$ cat config.mk
export PLATFORM = sky130hd
export DESIGN_NAME = bobing_dice_roller_flat
export DESIGN_NICKNAME = d
export VERILOG_FILES = /design/src/rtl/bobing_pkg.sv /design/src/rtl/bobing_dice_roller_if.sv /design/src/rtl/bobing_lfsr.sv /design/src/rtl/bobing_dice_roller.sv /design/src/flat_wrapper.sv
export SDC_FILE = /design/constraint.sdc
export NUM_CORES = 1
export LEC_CHECK = 0
export ABC_AREA = 1
export BUFFER_PORTS_ARGS = -buffer_cell sky130_fd_sc_hd__clkbuf_2
export CAP_MARGIN = 40
export CORE_ASPECT_RATIO = 0.75
export CORE_UTILIZATION = 54
export DETAILED_ROUTE_END_ITERATION = 10
export GPL_TIMING_DRIVEN = 0
export HOLD_SLACK_MARGIN = 0.12
export PLACE_DENSITY_LB_ADDON = 0.2
export SLEW_MARGIN = 10
export SYNTH_ARGS = -nofsm -noshare
export SYNTH_HDL_FRONTEND = slang
export SYNTH_HIERARCHICAL = 1
export SYNTH_SLANG_ARGS = --single-unit
$ cat constraint.sdc
create_clock -name clk -period 1.6 [get_ports clk]
set_input_delay 0.24 -clock clk [delete_from_list [all_inputs] [get_ports clk]]
set_output_delay 0.24 -clock clk [all_outputs]
set_load 0.01 [all_outputs]
$ cat src/rtl/bobing_pkg.sv
// Shared types and constants for the BoBing dice roller.
package bobing_pkg;

   typedef logic [2:0] die_t;

   localparam die_t FACE_MIN = 3'd1;
   localparam die_t FACE_MAX = 3'd6;
   localparam int   NUM_DICE = 6;

   typedef enum logic [1:0] {
      IDLE = 2'd0,
      ROLL = 2'd1,
      DONE = 2'd2
   } state_t;

   // A three-bit LFSR sample is a legal face only inside 1..6; 0 and 7 are discarded.
   function automatic logic is_face(die_t c);
      return (c >= FACE_MIN) && (c <= FACE_MAX);
   endfunction

endpackage

$ cat src/rtl/bobing_dice_roller_if.sv
// Request/result bundle between the dice roller and its consumer (scorer side).
interface bobing_dice_roller_if #(
   parameter int LFSR_W = 16
);
   import bobing_pkg::*;

   logic              seed_load;
   logic [LFSR_W-1:0] seed;
   logic              roll_req;
   logic              roll_ack;
   die_t              D1;
   die_t              D2;
   die_t              D3;
   die_t              D4;
   die_t              D5;
   die_t              D6;
   logic              roll_busy;
   logic              roll_valid;
   logic [7:0]        reject_cnt;

   // Consumer side: issues requests and seeds, reads the dice.
   modport master (
      output seed_load, seed, roll_req, roll_ack,
      input  D1, D2, D3, D4, D5, D6, roll_busy, roll_valid, reject_cnt
   );

   // Roller side: accepts requests and seeds, produces the dice.
   modport slave (
      input  seed_load, seed, roll_req, roll_ack,
      output D1, D2, D3, D4, D5, D6, roll_busy, roll_valid, reject_cnt
   );

endinterface

$ cat src/rtl/bobing_lfsr.sv
// Right-shift Galois LFSR with seed load; a zero seed is replaced by the default
// so the register can never lock up in the all-zero state.
module bobing_lfsr #(
   parameter int          W       = 16,
   parameter logic [W-1:0] TAPS    = 16'hB400,
   parameter logic [W-1:0] DEFAULT = 16'hACE1
) (
   input  logic         clk,
   input  logic         rst,
   input  logic         load,
   input  logic         step,
   input  logic [W-1:0] seed,
   output logic [W-1:0] state
);

   logic [W-1:0] lfsr_q;
   logic [W-1:0] lfsr_d;

   // Next value: load wins over step; otherwise hold.
   always_comb begin
      lfsr_d = lfsr_q;
      if (load) begin
         lfsr_d = (seed == '0) ? DEFAULT : seed;
      end else if (step) begin
         lfsr_d = (lfsr_q >> 1) ^ (lfsr_q[0] ? TAPS : '0);
      end
   end

   // State register, synchronous reset back to the default seed.
   always_ff @(posedge clk) begin
      if (rst) begin
         lfsr_q <= DEFAULT;
      end else begin
         lfsr_q <= lfsr_d;
      end
   end

   assign state = lfsr_q;

endmodule

$ cat src/rtl/bobing_dice_roller.sv
// BoBing dice source: draws six legal faces from an LFSR by rejection sampling and
// holds them with roll_valid until the consumer acknowledges or asks for another roll.
module bobing_dice_roller
   import bobing_pkg::*;
#(
   parameter int               LFSR_W       = 16,
   parameter logic [LFSR_W-1:0] TAPS         = 16'hB400,
   parameter logic [LFSR_W-1:0] SEED_DEFAULT = 16'hACE1
) (
   input  logic                 clk,
   input  logic                 rst,
   bobing_dice_roller_if.slave  bus
);

   state_t      state_q, state_d;
   logic [2:0]  idx_q, idx_d;
   logic [7:0]  reject_cnt_q, reject_cnt_d;
   logic        busy_q, busy_d;
   logic        valid_q, valid_d;
   die_t        dice_q [NUM_DICE];
   die_t        dice_d [NUM_DICE];

   logic [LFSR_W-1:0] lfsr_state;
   logic              lfsr_load;
   logic              lfsr_step;
   die_t              sample;
   logic              start_roll;
   logic              lfsr_unused;

   // Seeds are only accepted while no roll is in flight; the LFSR advances once per ROLL cycle.
   assign lfsr_load   = bus.seed_load && (state_q != ROLL);
   assign lfsr_step   = (state_q == ROLL);
   assign sample      = lfsr_state[2:0];
   assign lfsr_unused = ^lfsr_state[LFSR_W-1:3];

   bobing_lfsr #(
      .W       (LFSR_W),
      .TAPS    (TAPS),
      .DEFAULT (SEED_DEFAULT)
   ) u_lfsr (
      .clk   (clk),
      .rst   (rst),
      .load  (lfsr_load),
      .step  (lfsr_step),
      .seed  (bus.seed),
      .state (lfsr_state)
   );

   // Control FSM: start/accept/reject/complete decisions and the next value of every register.
   always_comb begin
      state_d      = state_q;
      idx_d        = idx_q;
      reject_cnt_d = reject_cnt_q;
      busy_d       = busy_q;
      valid_d      = valid_q;
      dice_d       = dice_q;
      start_roll   = 1'b0;

      case (state_q)
         IDLE: begin
            start_roll = bus.roll_req;
         end
         ROLL: begin
            if (is_face(sample)) begin
               dice_d[idx_q] = sample;
               if (idx_q == 3'(NUM_DICE - 1)) begin
                  state_d = DONE;
                  busy_d  = 1'b0;
                  valid_d = 1'b1;
               end else begin
                  idx_d = idx_q + 3'd1;
               end
            end else if (reject_cnt_q != 8'hFF) begin
               reject_cnt_d = reject_cnt_q + 8'd1;
            end
         end
         DONE: begin
            if (bus.roll_req) begin
               start_roll = 1'b1;
            end else if (bus.roll_ack) begin
               valid_d = 1'b0;
               state_d = IDLE;
            end
         end
         default: begin
            state_d = IDLE;
         end
      endcase

      if (start_roll) begin
         state_d      = ROLL;
         idx_d        = 3'd0;
         reject_cnt_d = 8'd0;
         busy_d       = 1'b1;
         valid_d      = 1'b0;
         for (int i = 0; i < NUM_DICE; i++) begin
            dice_d[i] = 3'd0;
         end
      end
   end

   // Registers for state, counters, flags and dice; reset aborts any roll in progress.
   always_ff @(posedge clk) begin
      if (rst) begin
         state_q      <= IDLE;
         idx_q        <= 3'd0;
         reject_cnt_q <= 8'd0;
         busy_q       <= 1'b0;
         valid_q      <= 1'b0;
         for (int i = 0; i < NUM_DICE; i++) begin
            dice_q[i] <= 3'd0;
         end
      end else begin
         state_q      <= state_d;
         idx_q        <= idx_d;
         reject_cnt_q <= reject_cnt_d;
         busy_q       <= busy_d;
         valid_q      <= valid_d;
         for (int i = 0; i < NUM_DICE; i++) begin
            dice_q[i] <= dice_d[i];
         end
      end
   end

   assign bus.D1         = dice_q[0];
   assign bus.D2         = dice_q[1];
   assign bus.D3         = dice_q[2];
   assign bus.D4         = dice_q[3];
   assign bus.D5         = dice_q[4];
   assign bus.D6         = dice_q[5];
   assign bus.roll_busy  = busy_q;
   assign bus.roll_valid = valid_q;
   assign bus.reject_cnt = reject_cnt_q;

endmodule

$ cat src/flat_wrapper.sv
// flat-port wrapper written by rule: the top's interface ports become plain ports
module bobing_dice_roller_flat import bobing_pkg::*;
#(
   parameter int               LFSR_W       = 16,
   parameter logic [LFSR_W-1:0] TAPS         = 16'hB400,
   parameter logic [LFSR_W-1:0] SEED_DEFAULT = 16'hACE1
)
  (clk, rst, bus_seed_load, bus_seed, bus_roll_req, bus_roll_ack, bus_D1, bus_D2, bus_D3, bus_D4, bus_D5, bus_D6, bus_roll_busy, bus_roll_valid, bus_reject_cnt);
  bobing_dice_roller_if #(.LFSR_W(LFSR_W)) bus_i ();
  input  logic clk;
  input  logic rst;
  input wire logic [$bits(bus_i.seed_load)-1:0] bus_seed_load;
  input wire logic [$bits(bus_i.seed)-1:0] bus_seed;
  input wire logic [$bits(bus_i.roll_req)-1:0] bus_roll_req;
  input wire logic [$bits(bus_i.roll_ack)-1:0] bus_roll_ack;
  output wire logic [$bits(bus_i.D1)-1:0] bus_D1;
  output wire logic [$bits(bus_i.D2)-1:0] bus_D2;
  output wire logic [$bits(bus_i.D3)-1:0] bus_D3;
  output wire logic [$bits(bus_i.D4)-1:0] bus_D4;
  output wire logic [$bits(bus_i.D5)-1:0] bus_D5;
  output wire logic [$bits(bus_i.D6)-1:0] bus_D6;
  output wire logic [$bits(bus_i.roll_busy)-1:0] bus_roll_busy;
  output wire logic [$bits(bus_i.roll_valid)-1:0] bus_roll_valid;
  output wire logic [$bits(bus_i.reject_cnt)-1:0] bus_reject_cnt;
  assign bus_i.seed_load = bus_seed_load;
  assign bus_i.seed = bus_seed;
  assign bus_i.roll_req = bus_roll_req;
  assign bus_i.roll_ack = bus_roll_ack;
  assign bus_D1 = bus_i.D1;
  assign bus_D2 = bus_i.D2;
  assign bus_D3 = bus_i.D3;
  assign bus_D4 = bus_i.D4;
  assign bus_D5 = bus_i.D5;
  assign bus_D6 = bus_i.D6;
  assign bus_roll_busy = bus_i.roll_busy;
  assign bus_roll_valid = bus_i.roll_valid;
  assign bus_reject_cnt = bus_i.reject_cnt;
  bobing_dice_roller #(.LFSR_W(LFSR_W), .TAPS(TAPS), .SEED_DEFAULT(SEED_DEFAULT)) u_core (.clk(clk), .rst(rst), .bus(bus_i));
endmodule
Word level (Yosys, flattened, before mapping). Index checks and enable logic that the tools add are counted.

Bits of input ports: 21. Output and inout bits: 28. Register bits: 49. Logic and storage cells: 80.

Bitwise logic cells: 5. Magnitude comparators: 4. Reductions and logical operators: 18. Mux-type cells: 24. Eq/ne operators: 14. Add/subtract/negate cells: 2.

Operator list (count): two-way mux 16 bit (4); bitwise mux 18 bit (1); zero test 16 bit (1); bitwise XOR 15 x 16 -> 16 bit (1); AND reduction 5 bit (3); two-way mux 1 bit (10); nonzero test 2 bit (5); demux 3 bit (select 3 bit) (1); AND reduction 3 bit (3); adder 8 x 1 -> 8 bit, second input constant (1); two-way mux 2 bit (4); != test 2 bit, second input constant (4); != test 8 bit, second input constant (1); != test 3 x 2 -> 1 bit, second input constant (2); != test 3 bit, second input constant (2); case mux 2 bit (3 select lines) (1); >= comparator 4 bit, second input constant (1); less-than comparator 4 x 1 -> 1 bit, second input constant (1); != test 2 x 1 -> 1 bit, second input constant (2); NOT 3 -> 4 bit (1); case mux 1 bit (2 select lines) (2); adder 3 x 1 -> 3 bit, second input constant (1); == test 3 bit, second input constant (1); >= comparator 3 x 1 -> 1 bit, second input constant (1); other kinds (9) (13).

Logic depth before layout (Yosys ltp). Gate-level depths: netlist of the first run.

Depth after elaboration: 6. Mapped depth: 9.

Hierarchy. Netlist of the first run, hierarchy kept.

By module, submodules not included: bobing_dice_roller (times used 1, cells an instance 252, area each 1709.1 µm², sequential area each 660.6 µm²); bobing_lfsr (times used 1, cells an instance 133, area each 875.8 µm², sequential area each 320.3 µm²).

Least setup slack after synthesis of the first run. Ideal clock, no wire load.

Path type: flip-flop to flip-flop. From: register u_core.state_q[0]. To: register u_core.u_lfsr.lfsr_q[7], in the netlist u_core/u_lfsr/state[7]. Buffers on the path: 2. Arrival: 1.219 ns. Period minus slack after synthesis: 1.334 ns. Cell stages (with the launch flop): 10. Setup slack: 0.266 ns. Cells stage by stage: dfxtp_1 > inv_1 > nor2_8 > nor2_1 > buf_6 > nor2_8 > buf_6 > nor2_2 > nand2_1 > nand2_1.

Elaborated cells between the ends (all ways): 5. Classes of those cells: eq/ne (2); mux (1); reduce/logical (2).

RTL lines: start: declaration (line bobing_dice_roller.sv:15) `state_t state_q, state_d;`; start signal: assignment (line bobing_dice_roller.sv:114) `state_q <= state_d;`; == test 2 x 1 -> 1 bit (line bobing_dice_roller.sv:32) `assign lfsr_step = (state_q == ROLL);`; named net u_core.lfsr_step (line bobing_dice_roller.sv:25) `logic lfsr_step;`; nonzero test 2 bit (no source line); end signal: assignment (line bobing_lfsr.sv:34) `lfsr_q <= lfsr_d;`; end: declaration (line bobing_lfsr.sv:16) `logic [W-1:0] lfsr_q;`.

The timed path passes the listed nets, and every way through them passes these cells. A chain may end at the register's enable or synchronous reset.

Final worst setup path of the first run.
From: register u_core.reject_cnt_q[0], in the netlist u_core/bus.reject_cnt[0]. To: register u_core.reject_cnt_q[0], in the netlist u_core/bus.reject_cnt[0].

Word-level cells in the longest chain between the ends: 2. Elaborated cells between the ends (all ways): 3. Classes of those cells: add/sub (1); eq/ne (1); reduce/logical (1).

Ends and longest elaborated chain: start: declaration (line bobing_dice_roller.sv:17) `logic [7:0] reject_cnt_q, reject_cnt_d;`; start signal: assignment (line bobing_dice_roller.sv:116) `reject_cnt_q <= reject_cnt_d;`; branches (longest 2 deep; another with adder 8 x 1 -> 8 bit).

Parallel ways; which one is timed is not known.

==> metrics.cfg, run 1 <==
[outcome]
status=finished, final reports clean

[timing]
setup_tns_ns=0
finalClockSkew_ns=0.00873
fmax_ghz=0.710
finalCritPeriodShare=0.880
rsz0062_at_grt=no
worst_slew_pin_slew_ns=0.285
hold_violations=0
max_slew_margin=0.810
period_minus_slack_ns=1.41
slew_viol_final=0
setup_viol=0

[setup_path]
r2r_start=u_core/bus.reject_cnt[0]
cp.required_ns=1.80
worst-path-buf-inv=1
cpPeakStageDelay_ns=0.36
cp_max_fo=8
crit_family=simple AND/OR/NAND/NOR gates
cp-start-kind=flip-flop
worstSetupStartpoint=u_core/bus.reject_cnt[0]
worstPathCellList=ha_1, nand3_1, inv_1, nand2_1, nand3_4, o21ai_0, nor2_1
cp_slowest_cell=dfxtp_1
r2r_slack_ns=0.19
end_kind=flip-flop
crit_type=reg -> reg
arrival_ns=1.61

[routing]
vias=2514
routed_wl_mm=5.55
drt_first_pass_iters=5
drtIter0Drc=171
viasPerCell=5.02
ant_nets=0
drc=0
wl_per_cell_um=11.1

[grt]
use_met1=0.345
grtUsageMet2=0.345
grt_pass1_vias=1991
use_met3=0.0482
track_usage=0.236
grt.busiest_layer=met1
grt_pass1_wl_mm=9.05
grt_overflow=0
grt_max_degree=15
antenna_found_initial=0

[clock_network]
postCtsHoldBufs=0
numClockSinks=49
clk_path_buf_depth=2
cts_max_level=2
clockRootBuffer=clkbuf_8
cts_tree=built
clock_latency_ns=0.30
numCtsBuffers=5
path_clk_slew_ns=0.09

[floorplanning]
die_area_mm2=0.00507
die_w_um=81.9
die_h_um=61.9
core_area_mm2=0.00452
io_pins=49
start_util=0.572
row_count=21

[final_layout]
layout_common_cells=nand2_1 (103), nor2_1 (87), clkbuf_2 (49), dfxtp_1 (49)
final_common_cell=nand2_1
drive_gt1_frac=0.198
area_delta_synth_final_pct=16.6
nets=467
antenna_cells=0
fin_util=0.667

[synth]
syn_nets=409
syn_area_per_cell_um2=6.71
yosysWarnings=6
netlist_instances=385
ys_types=28
synth-seq-cells=49
netlist_area_mm2=0.00258
seq_area_frac_synth=0.379

[place]
place.gp.congestion=0.863
hpwl_mm=4.20
port-buffer-count=48

[pwr]
p_leak_nw=1.34
ir_drop_mv=0.537
p_per_area_mw_per_mm2=878
total_power_mw=2.65

[min_path]
hold_path.class=in -> reg
hold_start=bus_seed[4]

[flow_run]
maxCapViolCount=0

-- worst reg2reg max path, stage by stage, from the launching register on --
cell	delay (ns)
dfxtp_1	0.36
ha_1	0.26
nand3_1	0.16
inv_1	0.06
nand2_1	0.11
nand3_4	0.13
o21ai_0	0.18
nor2_1	0.05
-- path summary, 6_finish.rpt --
path,cells past startpoint,end
setup reg to reg,7,u_core/bus.reject_cnt[0]
setup / recovery,7,u_core/bus.reject_cnt[0]
hold / removal,3,u_core/u_lfsr/state[4]
hold reg to reg,2,u_core/u_lfsr/state[7]
-- cell type report --
type / instances / area [µm²]
plain buffers: 9 / 78.8
clock buffers: 6 / 72.6
clock inverters: 2 / 10.0
fillers: 426 / 1510
inverters: 33 / 134
multi-input cells: 294 / 1390
flip-flops and latches: 49 / 981
well taps: 57 / 71.3
repair buffers: 51 / 275
-- synth_stat cells --
cell type / n / area share
nand2_4: 1 / 0.0044
nor2_2: 3 / 0.0073
buf_4: 1 / 0.0029
nand4_1: 1 / 0.0024
nor2_4: 2 / 0.0087
o21ai_0: 20 / 0.039
o211ai_1: 1 / 0.0029
ha_1: 3 / 0.015
inv_1: 27 / 0.039
xor2_1: 1 / 0.0034
o21ai_1: 4 / 0.0077
nor2_1: 87 / 0.13
xnor2_1: 4 / 0.014
nand2_2: 1 / 0.0024
a31oi_1: 1 / 0.0024
nor3_1: 2 / 0.0039
dfxtp_1: 49 / 0.38
buf_2: 2 / 0.0039
nand3_1: 25 / 0.048
nor3b_2: 4 / 0.019
nor2_8: 3 / 0.023
buf_6: 5 / 0.022
nand2_1: 103 / 0.15
inv_6: 2 / 0.0068
a21oi_1: 27 / 0.052
nand3_4: 1 / 0.0068
inv_2: 4 / 0.0058
clkbuf_2: 1 / 0.0019
-- power by group --
| part | internal, mW | leakage, nW | switching [mW] |
|---|---|---|---|
| combinational | 0.226 | 0.896 | 0.375 |
| clock | 0.304 | 0.0450 | 0.399 |
| sequential | 1.29 | 0.400 | 0.0529 |
| total | 1.82 | 1.34 | 0.827 |
-- routing by layer --
layer / up-vias / share of wire
met2: 61 / 0.42
met4: 0 / 0.0072
met3: 5 / 0.050
met1: 1112 / 0.53
met5: - / 0
li1: 1336 / -
-- metrics by stage --
step	std cells	hold slack (ns)	cell area (µm²)	setup slack, ns
floorplan	385	0.309	2580	0.266
global placement	490	0.446	2900	0.116
detailed placement	490	0.449	2900	0.104
CTS	498	0.162	2980	0.0739
global route	501	0.161	3010	0.0522
finish	501	0.168	3010	0.193
-- what timing repair did --
action,CTS,global route
setup buffers,0,3
endpoints found under the setup margin,0,6
gates resized for setup,0,0
-- state kept, by name (all words and copies together), names as in the netlist --
register / cells
u_core/bus.D5: 3
u_core/bus.reject_cnt: 8
u_core/bus.roll_valid: 1
u_core/idx_q: 3
u_core/bus.roll_busy: 1
u_core/bus.D1: 3
u_core/bus.D2: 3
u_core/u_lfsr/state: 16
u_core/state_q: 2
u_core/bus.D3: 3
u_core/bus.D4: 3
u_core/bus.D6: 3
-- cell families (layout without fill, tap and decap cells) --
kind of cell | count (synthesis) | count (layout) | synth area share
AND/OR/NAND/NOR | 233 | 233 | 0.403
AO/OA/AOI/OAI | 53 | 53 | 0.104
flip-flops | 49 | 49 | 0.379
buffers and inverters | 42 | 101 | 0.0823
XOR/XNOR | 5 | 5 | 0.0169
adder cells (fa/ha/maj) | 3 | 3 | 0.0145
Power figures use the tool's default switching activity.
==> run 2: changes to the inputs <==
- CELL_PAD_IN_SITES_DETAIL_PLACEMENT: unset -> 0
- CELL_PAD_IN_SITES_GLOBAL_PLACEMENT: unset -> 1
- CORE_UTILIZATION: 54 -> 39
- RECOVER_POWER: unset -> 25
- clock period: 1.6 -> 1.5 ns (I/O delays scaled with it)
==> run 2 against run 1 <==
  * Setup slack worse by 0.11 ns
  * Non-clock buffer count increased by 1
  * Maximum frequency fell by 0.57%
  * Sequential share of layout area shrank 0.45 points
  * Worst hold slack got worse by 0.012 ns
  * Utilization fell by 18 points
==> metrics.cfg, run 2 (synthesis gave the netlist of run 1 again) <==
[clock_network]
cts_tree=built
numCtsBuffers=5
clockRootBuffer=clkbuf_8
clock_latency_ns=0.30
numClockSinks=49
path_clk_slew_ns=0.10
clk_path_buf_depth=2
cts_max_level=2

[setup_path]
r2r_end=u_core/u_lfsr/state[7]
crit_type=reg -> reg
arrival_ns=1.61
r2r_slack_ns=0.08
cp-endpoint=u_core/u_lfsr/state[7]
reg2reg_depth=9
end_kind=flip-flop
worstSetupStartpoint=u_core/state_q[0]
cp.required_ns=1.69
cp_max_fo=10
cp-start-kind=flip-flop
r2r_start=u_core/state_q[0]

[routing]
viasPerCell=4.64
vias=2443
drc=0
routed_wl_mm=5.90
wl_per_cell_um=11.2
ant_nets=0
drtIter0Drc=75
drt_first_pass_iters=4

[final_layout]
largest_reg_flops=16
final_common_cell=nand2_1
final_cells=526
nets=468
area_delta_synth_final_pct=18.7
layout_common_cells=nand2_1 (103), nor2_1 (87), dfxtp_1 (46)
fillCellCount=716
drive_gt1_frac=0.171
antenna_cells=0

[timing]
finalClockSkew_ns=0.00877
rsz0062_at_grt=yes
period_minus_slack_ns=1.42
fin_ws_ns=0.0845
hold_ws_ns=0.156
setup_viol=0
worst_slew_pin_slew_ns=0.297
slew_viol_final=0
fmax_ghz=0.706
finalCritPeriodShare=0.944
max_slew_margin=0.802
hold_violations=0

[pwr]
p_per_area_mw_per_mm2=1000
ir_drop_mv=0.429
p_leak_nw=1.30

[min_path]
hold_path.class=in -> reg

[place]
place.gp.congestion=0.772
place_ws_ns=-0.0303
hpwl_mm=4.40
dp_cells=514
port-buffer-count=48

[outcome]
status=finished, final reports clean

[grt]
grt_max_degree=15
antenna_found_initial=0
track_usage=0.181
grt_overflow=0
grt_pass1_wl_mm=9.74
grt_pass1_vias=2141

[floorplanning]
row_count=25
core_area_mm2=0.00635
start_util=0.407
die_area_mm2=0.00696
io_pins=49
die_h_um=72.5
die_w_um=96.0

[flow_run]
maxCapViolCount=0

[run 2: cell count changes in the layout (fill, tap and decap cells not counted), sizes merged]
| cell | change |
|---|---|
| clkinv | -2 |
| clkbuf | +1 |
| bufinv | +1 |
| buf | +1 |
[run 2: metrics by stage]
stage                util  total power [mW]  instance area [µm²]  setup TNS, ns
finish              0.483              3.07                 3070              0
global route        0.483              3.24                 3070       -0.00181
CTS                 0.484              3.10                 3070              0
detailed placement  0.461              2.08                 2930        -0.0303
global placement    0.461              2.08                 2930        -0.0289
floorplan               -              1.91                 2580              0
[run 2: how the worst min path moves through the flow]
stage,start,to,slack (ns),cells after the start
after floorplan,rst,u_core/bus.roll_busy,0.29,1
after global placement,u_core/u_lfsr/state[15],u_core/u_lfsr/state[15],0.45,2
after detailed placement,u_core/u_lfsr/state[15],u_core/u_lfsr/state[15],0.45,2
after CTS,bus_seed[8],u_core/u_lfsr/state[8],0.14,3
after global routing,bus_seed[9],u_core/u_lfsr/state[9],0.15,3
final,bus_seed[8],u_core/u_lfsr/state[8],0.16,3
[run 2: report_power, final]
| group | internal, mW | switching [mW] |
|---|---|---|
| registers | 1.38 | 0.0544 |
| logic | 0.238 | 0.409 |
| clock network | 0.545 | 0.447 |
[run 2: final cells by class]
cell class / instances / area [µm²] / share of cell area
repair buffers: 52 / 249 / 0.0812
well taps: 81 / 101 / 0.0330
plain buffers: 9 / 82.6 / 0.0269
clock buffers: 7 / 86.3 / 0.0281
multi-input cells: 294 / 1400 / 0.456
inverters: 33 / 134 / 0.0436
flip-flops and latches: 49 / 985 / 0.321
clock inverters: 1 / 30.0 / 0.00979
[run 2: metal layers]
metal | part of all wire | global-route usage | up-vias
li1 | - | - | 1337
met1 | 0.59 | 0.270 | 1068
met2 | 0.37 | 0.260 | 36
met3 | 0.034 | 0.0388 | 2
met4 | 0.0046 | 0.0448 | 0
met5 | 0 | 0 | -
[run 2: worst max-delay path: stages (launching register included)]
cell and delay (ns):
dfxtp_1 0.32, inv_1 0.11, nor2_8 0.15, nor2_1 0.06, buf_6 0.14, nor2_8 0.16
buf_8 0.15, nor2_2 0.05, nand2_1 0.11, nand2_1 0.06
[run 2: what timing repair did]
action	in CTS	in global routing
setup buffers	4	0
pin swaps	1	0
hold buffers	0	0
resized for setup	0	6
endpoints found under the setup margin	1	11
gates cloned	0	0
==> run 3: changes to the inputs <==
- CELL_PAD_IN_SITES_DETAIL_PLACEMENT: 0 -> unset
- CELL_PAD_IN_SITES_GLOBAL_PLACEMENT: 1 -> unset
- CORE_UTILIZATION: 39 -> 54
==> run 3 against run 2 <==
  * Wire length is 5.9% lower
  * Critical endpoint is now u_core/bus.reject_cnt[0]
  * Clock power is 25% lower
  * Non-clock buffer count is 1 lower
  * Critical path type unchanged
==> metrics.cfg, run 3 (synthesis gave the netlist of run 1 again) <==
[grt]
grt_overflow=0
grt_pass1_vias=1999
grt_max_degree=15
track_usage=0.237
grt_pass1_wl_mm=9.09
antenna_found_initial=0

[timing]
finalClockSkew_ns=0.00644
setup_viol=0
period_minus_slack_ns=1.41
finalCritPeriodShare=0.941
rsz0062_at_grt=yes
worst_slew_pin_slew_ns=0.279
hold_violations=0
slew_viol_final=0
fmax_ghz=0.708
max_slew_margin=0.814
hold_ws_ns=0.152

[place]
port-buffer-count=48
placed_area_mm2=0.00290
dp_cells=490
hpwl_mm=4.20
place.gp.congestion=0.863

[floorplanning]
core_area_mm2=0.00452
start_util=0.572
die_w_um=81.9
row_count=21
die_area_mm2=0.00507
die_h_um=61.9
io_pins=49

[clock_network]
path_clk_slew_ns=0.09
clockRootBuffer=clkbuf_8
cts_max_level=2
numCtsBuffers=5
clk_path_buf_depth=2
numClockSinks=49
cts_tree=built
clock_latency_ns=0.30

[final_layout]
antenna_cells=0
drive_gt1_frac=0.169
area_delta_synth_final_pct=15.9
final_common_cell=nand2_1
multiInputGateArea_mm2=0.00139
fin_area_mm2=0.00300
nets=467
largest_reg_flops=16
fillCellCount=429
final_cells=501
regArea_um2=986
layout_common_cells=nand2_1 (103), nor2_1 (87), dfxtp_1 (45)

[pwr]
ir_drop_mv=0.540
total_power_mw=2.82
p_per_area_mw_per_mm2=941
p_leak_nw=1.28

[routing]
drtIter0Drc=191
drc=0
viasPerCell=4.97
drt_first_pass_iters=4
vias=2490
routed_wl_mm=5.55
ant_nets=0
wl_per_cell_um=11.1

[setup_path]
cp.required_ns=1.69
cp_max_fo=8
arrival_ns=1.60
crit_type=reg -> reg
cp-start-kind=flip-flop
end_kind=flip-flop

[outcome]
status=finished, final reports clean

[flow_run]
maxCapViolCount=0

[min_path]
hold_path.class=in -> reg

-- run 3: metrics by stage --
step                 util  TNS [ns]  worst slack [ns]
detailed placement  0.641         0           0.00407
global route        0.663  -0.00318          -0.00318
finish              0.663         0            0.0883
CTS                 0.667         0            0.0824
global placement    0.641         0            0.0156
floorplan               -         0             0.166
-- run 3: path summary, 6_finish.rpt --
check | startpoint | to | slack [ns] | cells past startpoint
setup / recovery | u_core/bus.reject_cnt[0] | u_core/bus.reject_cnt[0] | 0.09 | 7
hold / removal | bus_seed[4] | u_core/u_lfsr/state[4] | 0.15 | 3
setup reg to reg | u_core/bus.reject_cnt[0] | u_core/bus.reject_cnt[0] | 0.09 | 7
hold reg to reg | u_core/u_lfsr/state[15] | u_core/u_lfsr/state[15] | 0.47 | 2
-- run 3: critical path, cell delays in order (launching register included) --
cell and delay [ns]:
dfxtp_2 0.35, ha_1 0.24, nand3_1 0.16, inv_1 0.06
nand2_1 0.11, nand3_4 0.13, o21ai_0 0.20, nor2_1 0.06
-- run 3: final cells by class --
cell class,count,share of cell area
repair buffers,51,0.0843
plain buffers,9,0.0263
inverters,33,0.0447
flip-flops and latches,49,0.329
well taps,57,0.0238
multi-input cells,294,0.464
clock inverters,2,0.00334
clock buffers,6,0.0242
-- run 3: power by group --
part / internal (mW) / switching [mW]
registers: 1.38 / 0.0565
logic: 0.239 / 0.400
clock network: 0.324 / 0.421
-- run 3: layer usage --
| layer | vias up | GRT usage | share of wire |
|---|---|---|---|
| met5 | - | 0 | 0 |
| met1 | 1086 | 0.349 | 0.54 |
| li1 | 1333 | - | - |
| met3 | 5 | 0.0482 | 0.050 |
| met4 | 0 | 0.0752 | 0.0072 |
| met2 | 66 | 0.346 | 0.41 |
-- run 3: timing repair --
item,4_1_cts,5_1_grt
hold endpoints to repair,0,0
hold buffers,0,0
pin swaps,1,0
setup buffers,3,0
gates resized for setup,0,6
endpoints found under the setup margin,2,12
